File: src/rtl/alu_exec_unit.sv
// alu_exec_unit: sequential execute unit behind the ALU decoder.
// Single-cycle ADD/SUB/AND/OR/SLT/XOR; SLL/SRL are iterated one bit per cycle.
// Optional build macro ALU_FLAGS_EN adds registered Negative/Carry/Overflow outputs.
//
// state  | meaning
// IDLE   | waiting for an operation
// SHIFT  | iterative shift in progress
// DONE   | result held on the outputs until out_ready
module alu_exec_unit #(
  parameter int WIDTH = 32
) (
  input  logic             clk,
  input  logic             reset,
  input  logic             in_valid,
  output logic             in_ready,
  input  logic [WIDTH-1:0] SrcA,
  input  logic [WIDTH-1:0] SrcB,
  input  logic [2:0]       ALUControl,
  output logic             out_valid,
  input  logic             out_ready,
  output logic [WIDTH-1:0] ALUResult,
  output logic             Zero
`ifdef ALU_FLAGS_EN
  ,
  output logic             Negative,
  output logic             Carry,
  output logic             Overflow
`endif
);

  localparam int SHAMT_W = $clog2(WIDTH);

  typedef enum logic [1:0] {
    S_IDLE  = 2'd0,
    S_SHIFT = 2'd1,
    S_DONE  = 2'd2
  } state_t;

  state_t             state_q, state_d;
  logic [WIDTH-1:0]   result_q, result_d;
  logic               zero_q, zero_d;
  logic [WIDTH-1:0]   work_q, work_d;
  logic [SHAMT_W-1:0] cnt_q, cnt_d;
  logic               dir_q, dir_d;

  logic [WIDTH-1:0]   sum_w;
  logic [WIDTH-1:0]   diff_w;
  logic               sub_ovf;
  logic               slt_lt;
  logic [WIDTH-1:0]   op_res;
  logic [SHAMT_W-1:0] shamt;
  logic               is_shift;
  logic [WIDTH-1:0]   shift_step;
  logic               accept;

`ifdef ALU_FLAGS_EN
  logic neg_q, neg_d;
  logic carry_q, carry_d;
  logic ovf_q, ovf_d;
  logic add_ovf;
  logic add_carry;
  logic sub_carry;
  logic op_carry;
  logic op_ovf;
`endif

  assign in_ready  = (state_q == S_IDLE) || ((state_q == S_DONE) && out_ready);
  assign accept    = in_valid && in_ready;
  assign out_valid = (state_q == S_DONE);
  assign ALUResult = result_q;
  assign Zero      = zero_q;
`ifdef ALU_FLAGS_EN
  assign Negative  = neg_q;
  assign Carry     = carry_q;
  assign Overflow  = ovf_q;
`endif

  // Datapath for single-cycle ops; SLT corrects the diff sign with signed overflow.
  always_comb begin
    sum_w    = SrcA + SrcB;
    diff_w   = SrcA - SrcB;
    sub_ovf  = (SrcA[WIDTH-1] != SrcB[WIDTH-1]) && (diff_w[WIDTH-1] != SrcA[WIDTH-1]);
    slt_lt   = diff_w[WIDTH-1] ^ sub_ovf;
    shamt    = SrcB[SHAMT_W-1:0];
    is_shift = (ALUControl == 3'b100) || (ALUControl == 3'b111);
    op_res   = '0;
    case (ALUControl)
      3'b000:  op_res = sum_w;
      3'b001:  op_res = diff_w;
      3'b010:  op_res = SrcA & SrcB;
      3'b011:  op_res = SrcA | SrcB;
      3'b101:  op_res = {{(WIDTH-1){1'b0}}, slt_lt};
      3'b110:  op_res = SrcA ^ SrcB;
      default: op_res = SrcA;  // shift by zero passes A through
    endcase
  end

`ifdef ALU_FLAGS_EN
  // Flag generation: carry is NOT-borrow for SUB/SLT, zero for logic and shifts.
  always_comb begin
    add_ovf   = (SrcA[WIDTH-1] == SrcB[WIDTH-1]) && (sum_w[WIDTH-1] != SrcA[WIDTH-1]);
    add_carry = (sum_w < SrcA);
    sub_carry = (SrcA >= SrcB);
    op_carry  = 1'b0;
    op_ovf    = 1'b0;
    case (ALUControl)
      3'b000: begin
        op_carry = add_carry;
        op_ovf   = add_ovf;
      end
      3'b001, 3'b101: begin
        op_carry = sub_carry;
        op_ovf   = sub_ovf;
      end
      default: begin
        op_carry = 1'b0;
        op_ovf   = 1'b0;
      end
    endcase
  end
`endif

  assign shift_step = dir_q ? (work_q >> 1) : (work_q << 1);

  // Next-state and register-load logic for the three-state controller.
  always_comb begin
    state_d  = state_q;
    result_d = result_q;
    zero_d   = zero_q;
    work_d   = work_q;
    cnt_d    = cnt_q;
    dir_d    = dir_q;
`ifdef ALU_FLAGS_EN
    neg_d    = neg_q;
    carry_d  = carry_q;
    ovf_d    = ovf_q;
`endif
    case (state_q)
      S_SHIFT: begin
        work_d = shift_step;
        cnt_d  = cnt_q - SHAMT_W'(1);
        if (cnt_q == SHAMT_W'(1)) begin
          state_d  = S_DONE;
          result_d = shift_step;
          zero_d   = (shift_step == '0);
`ifdef ALU_FLAGS_EN
          neg_d    = shift_step[WIDTH-1];
          carry_d  = 1'b0;
          ovf_d    = 1'b0;
`endif
        end
      end
      S_IDLE, S_DONE: begin
        if (accept) begin
          if (is_shift && (shamt != '0)) begin
            state_d = S_SHIFT;
            work_d  = SrcA;
            cnt_d   = shamt;
            dir_d   = ALUControl[0];  // 100 = left, 111 = right
          end else begin
            state_d  = S_DONE;
            result_d = op_res;
            zero_d   = (op_res == '0);
`ifdef ALU_FLAGS_EN
            neg_d    = op_res[WIDTH-1];
            carry_d  = op_carry;
            ovf_d    = op_ovf;
`endif
          end
        end else if ((state_q == S_DONE) && out_ready) begin
          state_d = S_IDLE;
        end
      end
      default: state_d = S_IDLE;
    endcase
  end

  // State and datapath registers with synchronous reset.
  always_ff @(posedge clk) begin
    if (reset) begin
      state_q  <= S_IDLE;
      result_q <= '0;
      zero_q   <= 1'b0;
      work_q   <= '0;
      cnt_q    <= '0;
      dir_q    <= 1'b0;
`ifdef ALU_FLAGS_EN
      neg_q    <= 1'b0;
      carry_q  <= 1'b0;
      ovf_q    <= 1'b0;
`endif
    end else begin
      state_q  <= state_d;
      result_q <= result_d;
      zero_q   <= zero_d;
      work_q   <= work_d;
      cnt_q    <= cnt_d;
      dir_q    <= dir_d;
`ifdef ALU_FLAGS_EN
      neg_q    <= neg_d;
      carry_q  <= carry_d;
      ovf_q    <= ovf_d;
`endif
    end
  end

endmodule

File: config.mk
export PLATFORM = sky130hd
export DESIGN_NAME = alu_exec_unit
export DESIGN_NICKNAME = d
export VERILOG_FILES = /design/src/rtl/alu_exec_unit.sv
export SDC_FILE = /design/constraint.sdc
export NUM_CORES = 1
export LEC_CHECK = 0
export CAP_MARGIN = 20
export CELL_PAD_IN_SITES_DETAIL_PLACEMENT = 1
export CELL_PAD_IN_SITES_GLOBAL_PLACEMENT = 1
export CORE_ASPECT_RATIO = 1.1
export CORE_MARGIN = 4
export CORE_UTILIZATION = 46
export DETAILED_ROUTE_END_ITERATION = 8
export GPL_TIMING_DRIVEN = 0
export PLACE_DENSITY_LB_ADDON = 0.1
export SYNTH_ARGS = -nofsm -noshare
export SYNTH_HDL_FRONTEND = slang
export SYNTH_SLANG_ARGS = --single-unit
export TNS_END_PERCENT = 5
File: constraint.sdc
create_clock -name clk -period 8.2 [get_ports clk]
set_input_delay 1.64 -clock clk [delete_from_list [all_inputs] [get_ports clk]]
set_output_delay 1.64 -clock clk [all_outputs]
set_load 0.005 [all_outputs]
# Word level (Yosys, flattened, before mapping)
# Cells that the tools add are included.
[word_totals]
word_cells = 68
output_inout_bits = 35
ff_bits = 73
input_bits = 71
[classes]
n_reduce_logical = 17
eq_ne = 17
bitwise = 4
n_mux = 21
add_sub_neg = 3
[op_table]
columns = ["op", "n"]
rows = [
  ["two-way mux 32 bit", 6],
  ["case mux 32 bit (6 select lines)", 1],
  ["case mux 32 bit (2 select lines)", 2],
  ["logical NOT 32 bit", 2],
  ["adder 32 bit", 1],
  ["AND 32 bit", 1],
  ["bitwise OR 32 bit", 1],
  ["subtractor 32 bit", 1],
  ["bitwise XOR 32 bit", 1],
  ["equality test 3 bit (second input constant)", 4],
  ["two-way mux 5 bit", 2],
  ["case mux 5 bit (2 select lines)", 1],
  ["two-way mux 2 bit", 4],
  ["!= test 2 bit (second input constant)", 4],
  ["equality test 3 x 2 -> 1 bit (second input constant)", 2],
  ["AND reduction 3 bit", 2],
  ["equality test 5 x 1 -> 1 bit (second input constant)", 1],
  ["nonzero test 5 bit", 1],
  ["subtractor 5 x 1 -> 5 bit (second input constant)", 1],
  ["logical AND 1 bit", 4],
  ["case mux 2 bit (2 select lines)", 1],
  ["AND reduction 4 bit", 1],
  ["equality test 3 x 1 -> 1 bit (second input constant)", 1],
  ["logical NOT 3 bit", 1],
  ["other kinds (12)", 16],
]

# Logic depth before layout (Yosys ltp)
# Gate-level depths: netlist (run 1).
[logic_depth]
word_depth = 9
mapped_depth = 25
mapped_depth_nobuf = 24

# Worst setup path after synthesis (run 1)
# No wires, ideal clock.
[synth_timing]
kind = "in2reg"
from = "in SrcA[12]"
to = "reg zero_q, in the netlist Zero"
t_arrival_ns = 5.822
setup_ns = 0.067
setup_slack_ns = 2.311
cell_stages = 23
n_path_buf = 0
required_ns = 8.133
path_cell_list = "inv_1 -> ha_1 -> or4_1 -> nor4b_1 -> nand3_1 -> a211o_1 -> nand2_1 -> a311oi_1 -> o21bai_1 -> a21oi_1 -> nor2_1 -> nor2_1 -> fa_1 -> nor2_1 -> a21oi_1 -> a222oi_1 -> nand2_1 -> or3_1 -> nor4_1 -> nand4b_1 -> nor4_1 -> nand4_1 -> o21ai_2"
[synth_between]
elab_chain_cells = 9
elab_cells_between_ends = 13
classes_between = "2 x add/sub; 1 x eq/ne; 4 x mux; 4 x bitwise; 2 x reduce/logical"
[synth_rtl]
columns = ["element", "line", "rtl"]
rows = [
  ["start, declared", "16", "input logic [WIDTH-1:0] SrcA,"],
  ["subtractor 32 bit", "81", "diff_w = SrcA - SrcB;"],
  ["!= test 1 bit", "82", "sub_ovf = (SrcA[WIDTH-1] != SrcB[WIDTH-1]) && (diff_w[WIDTH-1] != SrcA[WIDTH-1]);"],
  ["logical AND 1 bit", "82", ""],
  ["bitwise XOR 1 bit", "83", "slt_lt = diff_w[WIDTH-1] ^ sub_ovf;"],
  ["case mux 32 bit (6 select lines) *", "87", "case (ALUControl)"],
  ["logical NOT 32 bit *", "163", "zero_d = (op_res == '0);"],
  ["two-way mux 1 bit *", "155", "if (is_shift && (shamt != '0)) begin"],
  ["two-way mux 1 bit *", "154", "if (accept) begin"],
  ["case mux 1 bit (2 select lines) *", "138", "case (state_q)"],
  ["end signal, assigned", "195", "zero_q <= zero_d;"],
  ["end, declared", "41", "logic zero_q, zero_d;"],
]
# Every way passes the cells marked *; elsewhere a longest branch is shown, timed or not. The select of a mux whose other input is x is not followed.
# A chain may end at the register's enable or synchronous reset.

# Final worst setup path (run 1)
# Same ends and word-level chain as after synthesis.

==> metrics.cfg, run 1 <==
[outcome]
outcome=complete, no violations

[timing]
max_freq_mhz=129
tightest_slew_ps=1090
final.setup_skew_ps=7.72
setup_violations=0
setup_ws_ps=463
finalMaxSlewViolations=0
final.min_clock_period_ps=7740
tns_ps=0
maxSlewHeadroom=0.258
fin_crit_sh=0.944
finalHoldViolCount=0
grt_setup_unrepaired=no

[setup_path]
critical_path_required_ps=8470
criticalPathCategory=in2reg
crit_top_cell=nor2_1
worstPathMaxFanout=6
cp-end-kind=flip-flop
slowest_stage=or4_1
crit_path_start_kind=input pin
max_stage_delay_ps=610
cp.arrival_ps=8010

[finish]
diodes=0
fillers=2755
nets=1699
drive_above_1_share=0.0506
area_growth_pct=17.8

[floorplan]
die_h_um=161
num_rows=55
start_util=0.471
fp.dieW_um=147
core_area_um2=20800
dieArea_um2=23700
io_pins=106

[detailed_routing]
first_iter_violations=1207
route.vias.total=12100
routed_wl_um=47000
wl_per_cell_um=26.0
drtPass1Iterations=7
drc_errors=0
vias_per_cell=6.72
ant_nets=0

[clock_network]
cts_tree=built
cts_buffers=9
ctsHoldBuffers=0
htree_num_levels=3
clk_latency_ps=340
path_clk_slew_ps=60
cts.path.max_buffers=2
clock_sinks=73
cts_root_buf=clkbuf_16

[global_route]
grt_antenna_before_repair=0
track_usage=0.384
grt_pass1_wl_um=71700
grt_max_degree=13
grt_pass1_vias=12500
grt_overflow_total=0

[worst_hold_path]
min_path_type=reg2reg

[yosys]
synth_seq_area_share=0.149
syn_inst=1400
synth_warnings=0
syn_avg_cell_area_um2=7.00
synthArstFlopShare=0
synth_cell_type_count=92
synth-edff-count=0
synth-main-ff-cell=dfxtp_1
ys_seq_elements=73
synth.net_count=1581
netlist_area_um2=9790

[place]
gp_congestion=1.03
port_buffers=105
pre_cts_slack_ps=-115
hpwl_um=37700

[power]
leakage_uw=0.00451
power_density_nw_per_um2=138
ir_drop_mv=0.0813

[job]
drv_cap=0

-- worst paths after layout --
check	startpoint	to	slack, ps	depth (start not counted)
setup / recovery	SrcA[12]	Zero	460	25
hold / removal	ALUResult[21]	ALUResult[21]	450	2
setup reg to reg	cnt_q[0]	Zero	4560	12
hold reg to reg	ALUResult[21]	ALUResult[21]	450	2
-- power breakdown --
group	switching, uW	internal, uW
logic	483	274
clock network	156	265
registers	26.1	386
total	665	924
-- layer usage --
| layer | wire [um] | GRT usage | up-vias |
|---|---|---|---|
| met3 | 4410 | 0.0536 | 209 |
| li1 | - | - | 5364 |
| met4 | 3040 | 0.222 | 0 |
| met1 | 18100 | 0.479 | 5850 |
| met2 | 21400 | 0.632 | 716 |
| met5 | 0 | 0 | - |
-- layout make-up --
class / count / area, um^2 / area share
Multi-Input combinational cell: 1119 / 7530 / 0.653
Sequential cell: 73 / 1460 / 0.127
Timing Repair Buffer: 107 / 1070 / 0.0924
Buffer: 100 / 408 / 0.0354
Inverter: 108 / 405 / 0.0351
Tap cell: 285 / 357 / 0.0309
Clock buffer: 10 / 229 / 0.0199
Clock inverter: 5 / 81.3 / 0.00705
-- registers in the layout (all words and copies together), names as in the netlist --
name and count:
dir_q 1, Zero 1, state_q 2, ALUResult 32, cnt_q 5, work_q 32
-- worst max-delay path: cells and delay by family --
kind | cells | cell delay, ps
buffers and inverters | 3 | 950
adders and majority gates | 2 | 800
and+or+nand+nor | 13 | 3250
AOI/OAI and AO/OA | 7 | 1360
-- what timing repair did --
item / in CTS / in global routing
buffers inserted: 0 / 2
gates resized for setup: 0 / 1
setup endpoints to repair: 0 / 1
-- metrics by stage --
step	hold WS (ps)	std cells	instance area, um^2	total power, uW	util
2_1_floorplan	441	1400	9790	855	-
3_3_place_gp	439	1790	11200	1130	0.539
3_5_place_dp	445	1790	11200	1150	0.539
4_1_cts	453	1805	11500	1560	0.554
5_1_grt	470	1807	11500	1660	0.555
6_report	450	1807	11500	1590	0.555
-- synthesized netlist by cell type (6+ instances only) --
| master | count | area, um^2 |
|---|---|---|
| nor3_1 | 29 | 145 |
| nand2b_1 | 18 | 113 |
| o22ai_1 | 27 | 169 |
| nand4_1 | 14 | 87.6 |
| nor4_1 | 19 | 119 |
| mux2i_1 | 40 | 400 |
| a21oi_1 | 165 | 826 |
| a211oi_1 | 36 | 270 |
| nor2_1 | 109 | 409 |
| ha_1 | 107 | 1340 |
| o21ai_0 | 63 | 315 |
| o21a_1 | 6 | 45.0 |
| a31oi_1 | 14 | 87.6 |
| clkbuf_1 | 71 | 267 |
| a211o_1 | 6 | 52.6 |
| nand3_1 | 20 | 100 |
| o221ai_1 | 11 | 96.3 |
| and2_1 | 6 | 37.5 |
| mux2_2 | 6 | 67.6 |
| o211ai_1 | 64 | 480 |
| o31ai_1 | 11 | 82.6 |
| nand2_1 | 155 | 582 |
| a21o_1 | 19 | 143 |
| o21bai_1 | 10 | 75.1 |
| dfxtp_1 | 73 | 1460 |
| xnor2_1 | 16 | 140 |
| inv_1 | 103 | 387 |
| buf_1 | 10 | 37.5 |
| buf_2 | 17 | 85.1 |
| and3_1 | 6 | 37.5 |
| nor2b_1 | 11 | 68.8 |
| a22oi_1 | 7 | 52.6 |
-- cells in the final DEF (no fill, tap or decap), types with 40 or more instances in the layout --
cell             instances
a21oi_1                165
clkbuf_1                72
clkdlybuf4s50_1        105
dfxtp_1                 73
ha_1                   107
inv_1                  103
mux2i_1                 40
nand2_1                155
nor2_1                 109
o211ai_1                64
o21ai_0                 63
-- logic make-up (layout without fill, tap and decap cells) --
group                      count (synthesis)  count (layout)  share of synthesized area
AOI/OAI and AO/OA                        523             523                      0.359
xor gates and xnor gates                  19              19                     0.0170
adders and majority gates                111             111                      0.144
buffers and inverters                    208             330                     0.0830
DFF                                       73              73                      0.149
muxes                                     46              46                     0.0478
and+or+nand+nor                          420             420                      0.200
Note: power is estimated with default switching activity, not from simulation.
==> inputs of run 2 (changes only) <==
--- a/config.mk
+++ b/config.mk
@@ -10,8 +10,9 @@
 export CELL_PAD_IN_SITES_GLOBAL_PLACEMENT = 1
 export CORE_ASPECT_RATIO = 1.1
 export CORE_MARGIN = 4
-export CORE_UTILIZATION = 46
+export CORE_UTILIZATION = 52
 export DETAILED_ROUTE_END_ITERATION = 8
+export DONT_BUFFER_PORTS = 1
 export GPL_TIMING_DRIVEN = 0
 export PLACE_DENSITY_LB_ADDON = 0.1
 export SYNTH_ARGS = -nofsm -noshare
==> metrics.cfg, run 2 (same netlist as run 1, synthesis figures left out) <==
[outcome]
outcome=complete, no violations

[timing]
maxSlewHeadroom=0.299
setup_violations=0
fin_crit_sh=0.884
max_freq_mhz=138
tns_ps=0
tightest_slew_ps=1040
grt_setup_unrepaired=no
final.min_clock_period_ps=7250
finalMaxSlewViolations=0
final.setup_skew_ps=6.68
finalHoldViolCount=0

[place]
port_buffers=0
hpwl_um=36100
gp_congestion=1.06

[clock_network]
cts_buffers=9
path_clk_slew_ps=60
post-cts-setup-buffer-count=0
htree_num_levels=3
cts_root_buf=clkbuf_16
clock_sinks=73
ctsResizeCount=0
cts.path.max_buffers=2
ctsHoldBuffers=0
cts_tree=built
clk_latency_ps=340

[detailed_routing]
drtPass1Iterations=5
routed_wl_um=47500
wl_per_cell_um=28.6
ant_nets=0
drc_errors=0
vias_per_cell=7.26
first_iter_violations=1477
route.vias.total=12000

[power]
finalPower_uw=1510
power_density_nw_per_um2=145
leakage_uw=0.00410
ir_drop_mv=0.234

[floorplan]
die_h_um=152
fp.dieW_um=139
start_util=0.530
num_rows=52
dieArea_um2=21100
io_pins=106
core_area_um2=18500

[global_route]
grt_pass1_wl_um=71900
grt_pass1_vias=12100
grt_overflow_total=0
grt_max_degree=13
track_usage=0.428
grt_antenna_before_repair=0

[setup_path]
cp-end-kind=flip-flop
cp_top_family=simple AND/OR/NAND/NOR gates
r2r_slack_ps=4600
worstPathMaxFanout=6
critical_path_required_ps=8480
crit_end=Zero
reg2reg_depth=12
criticalPathCategory=in2reg
crit_path_start_kind=input pin
path_depth=23
slowest_stage=a222oi_1
rr_endpoint=Zero
crit_top_cell=nor2_1
max_stage_delay_ps=610
r2r_start=cnt_q[0]
crit_chain=inv_1 > ha_1 > or4_1 > nor4b_1 > nand3_1 > a211o_1 > nand2_1 > a311oi_1 > o21bai_1 > a21oi_1 > nor2_1 > nor2_1 > fa_1 > nor2_1 > a21oi_1 > a222oi_1 > nand2_1 > or3_1 > nor4_1 > nand4b_1 > nor4_1 > nand4_1 > o21ai_2
cp-startpoint=SrcA[12]
worst-path-buf-inv=1
cp.arrival_ps=7530

[finish]
diodes=0
drive_above_1_share=0.0530
multi_input_area_um2=7520
fillers=2487
nets=1592
layout_common_cells=a21oi_1 (165), nand2_1 (155), nor2_1 (109)
final_common_cell=a21oi_1
area_growth_pct=6.25
seqCellArea_um2=1460

[worst_hold_path]
min_path_type=reg2reg
holdCritStartpoint=work_q[14]

[job]
drv_cap=0

run 2: changes by cell type in the layout (fill, tap and decap cells not counted), sizes merged:
| cell | before | now |
|---|---|---|
| bufinv | 2 | 1 |
| clkdlybuf4s50 | 105 | 0 |
| clkbuf | 81 | 83 |
| buf | 31 | 29 |
run 2: routing by layer:
| layer | global-route usage | share of wire | vias up |
|---|---|---|---|
| met5 | 0 | 0 | - |
| met4 | 0.241 | 0.066 | 0 |
| met3 | 0.0770 | 0.10 | 252 |
| met2 | 0.690 | 0.45 | 887 |
| met1 | 0.537 | 0.38 | 5761 |
| li1 | - | - | 5141 |
run 2: tightest hold or removal path: cells and delay by family (launching register included):
kind	cells	cell delay, ps
AOI/OAI and AO/OA	1	50
and+or+nand+nor	1	60
DFF	1	320
run 2: per-stage QoR:
step,worst slack (ps),util,std cells,hold slack (ps),area [um^2]
3_3_place_gp,692,0.547,1643,454,10100
4_1_cts,1080,0.563,1659,474,10400
6_report,950,0.563,1659,474,10400
3_5_place_dp,734,0.547,1643,465,10100
5_1_grt,679,0.563,1659,495,10400
2_1_floorplan,2310,-,1400,441,9790
run 2: power by group:
| group | internal (uW) | switching [uW] | leakage (uW) |
|---|---|---|---|
| Clock | 253 | 167 | 0.000149 |
| Sequential | 386 | 31.6 | 0.000597 |
| Combinational | 217 | 457 | 0.00335 |
run 2: worst min-delay path by stage:
stage	end	slack (ps)	cells past startpoint
5_1_grt	work_q[14]	490	2
2_1_floorplan	work_q[9]	440	2
3_5_place_dp	work_q[9]	460	2
3_3_place_gp	cnt_q[1]	450	2
4_1_cts	work_q[14]	470	2
6_report	work_q[14]	470	2
run 2: cell type report:
type                       instances  share of cell area
sequential                        73               0.140
clock inverter                     4             0.00493
inverter                         108              0.0390
multi-input combinational       1119               0.723
clock buffer                      12              0.0246
tap                              243              0.0292
buffer                           100              0.0392
==> inputs of run 3 (changes only) <==
--- a/config.mk
+++ b/config.mk
@@ -11,6 +11,7 @@
 export CORE_ASPECT_RATIO = 1.1
 export CORE_MARGIN = 4
 export CORE_UTILIZATION = 52
+export CTS_CLUSTER_DIAMETER = 200
 export DETAILED_ROUTE_END_ITERATION = 8
 export DONT_BUFFER_PORTS = 1
 export GPL_TIMING_DRIVEN = 0
==> results of run 3 <==
Same layout as run 2: the final DEF is identical, and so are final timing and power.
==> RTL edit: new RTL, flow settings as in run 1 <==
The option `ALU_FLAGS_EN` is turned on by a define.
--- a/src/rtl/alu_exec_unit.sv
+++ b/src/rtl/alu_exec_unit.sv
@@ -7,4 +7,6 @@
 // SHIFT  | iterative shift in progress
 // DONE   | result held on the outputs until out_ready
+`define ALU_FLAGS_EN
+
 module alu_exec_unit #(
   parameter int WIDTH = 32
Behaviour (old outputs only; new: Carry, Negative and Overflow): unchanged (Yosys induction, for registers that start in step).
==> RTL edit against run 1 <==
  * Sequential cell count is 2 higher
  * First-iteration DRC count is 2.8% lower
  * Combinational power is 18% higher
  * Largest cell class unchanged
  * Setup slack worse by 0.30 ns
  * Final area is 7.3% higher
  * Synthesized area is 7.9% higher
  * Wire length is 12% higher
  * Total power is 10% higher
  * Count of clock-buffer cells in the layout stayed put
==> RTL edit: results (changes against run 1) <==
[global_route]
grt_util_met2=0.646  ; +0.0139
grt_pass1_vias=13300  ; +6.0%
grt_first_pass_wirelength_um=78700  ; +9.9%
use_met3=0.103  ; +0.0489
antenna_found_initial=2  ; +2

[synthesis]
ys_seq_area_frac=0.142  ; -0.00711
synth_compound_area_frac=0.353  ; -0.00612
syn_nets=1696  ; +7.3%
syn_avg_cell_area_um2=7.08  ; +1.2%
synth_commonest_cells=a21oi_1, nand2_1, ha_1
synth_xor_area_frac=0.0348  ; +0.0178
yosys-mux-area-fraction=0.0345  ; -0.0133

[routing]
drt-vias-per-instance=6.87  ; +2.2%
drtIter0Drc=1173  ; -2.8%
met1Wirelength_um=20200  ; +11%
dr_wl_met2_um=23900  ; +12%
met3_length_um=5500  ; +25%
routed_wirelength_um=52600  ; +12%

[hold_path]
hp-start=ALUResult[16]

[final_layout]
multi_input_cells=1201  ; +7.3%
n_fill_cell=2901  ; +5.3%
nets=1816  ; +6.9%

[place]
portBuffers=108  ; +2.9%
dpl_worst_slack_ns=-0.562  ; -0.447 ns

[pwr]
pwr_density_cell_nw_per_um2=142  ; +2.7%

[outcome]
status=finished clean

[timing]
finalHoldWorstSlack_ns=0.454  ; +0.00387 ns

[critical_path]
slowest_delay_ns=0.72  ; +0.11 ns
worst_r2r_path_depth=13  ; +1

[RTL edit: worst max-delay path by stage]
stage                        start  endpoint  slack (ns)
final                      SrcA[7]      Zero        0.16
after global routing       SrcA[2]      Zero      -0.006
after CTS                  SrcA[7]      Zero        0.06
after detailed placement  SrcA[13]      Zero       -0.56
after global placement    SrcA[13]      Zero       -0.52
after floorplan            SrcA[7]      Zero        1.96
[RTL edit: where the power goes]
part           switching (mW)  total (mW)  internal, mW
clock network           0.169       0.444         0.275
logic                   0.571       0.892         0.321
registers              0.0230       0.416         0.393
[RTL edit: logic make-up (layout without fill, tap and decap cells)]
logic type	after synthesis	after routing
AND/OR/NAND/NOR	441	441
flip-flops	75	75
XOR/XNOR	42	42
multiplexers	35	35
adder cells (fa/ha/maj)	132	132
other	0	1
AO/OA/AOI/OAI	551	551
buffers and inverters	217	342
[RTL edit: tightest hold or removal path, cell delays in order, from the launching register on]
cell,delay (ns)
dfxtp_1,0.31
nand2_1,0.05
a21oi_1,0.05
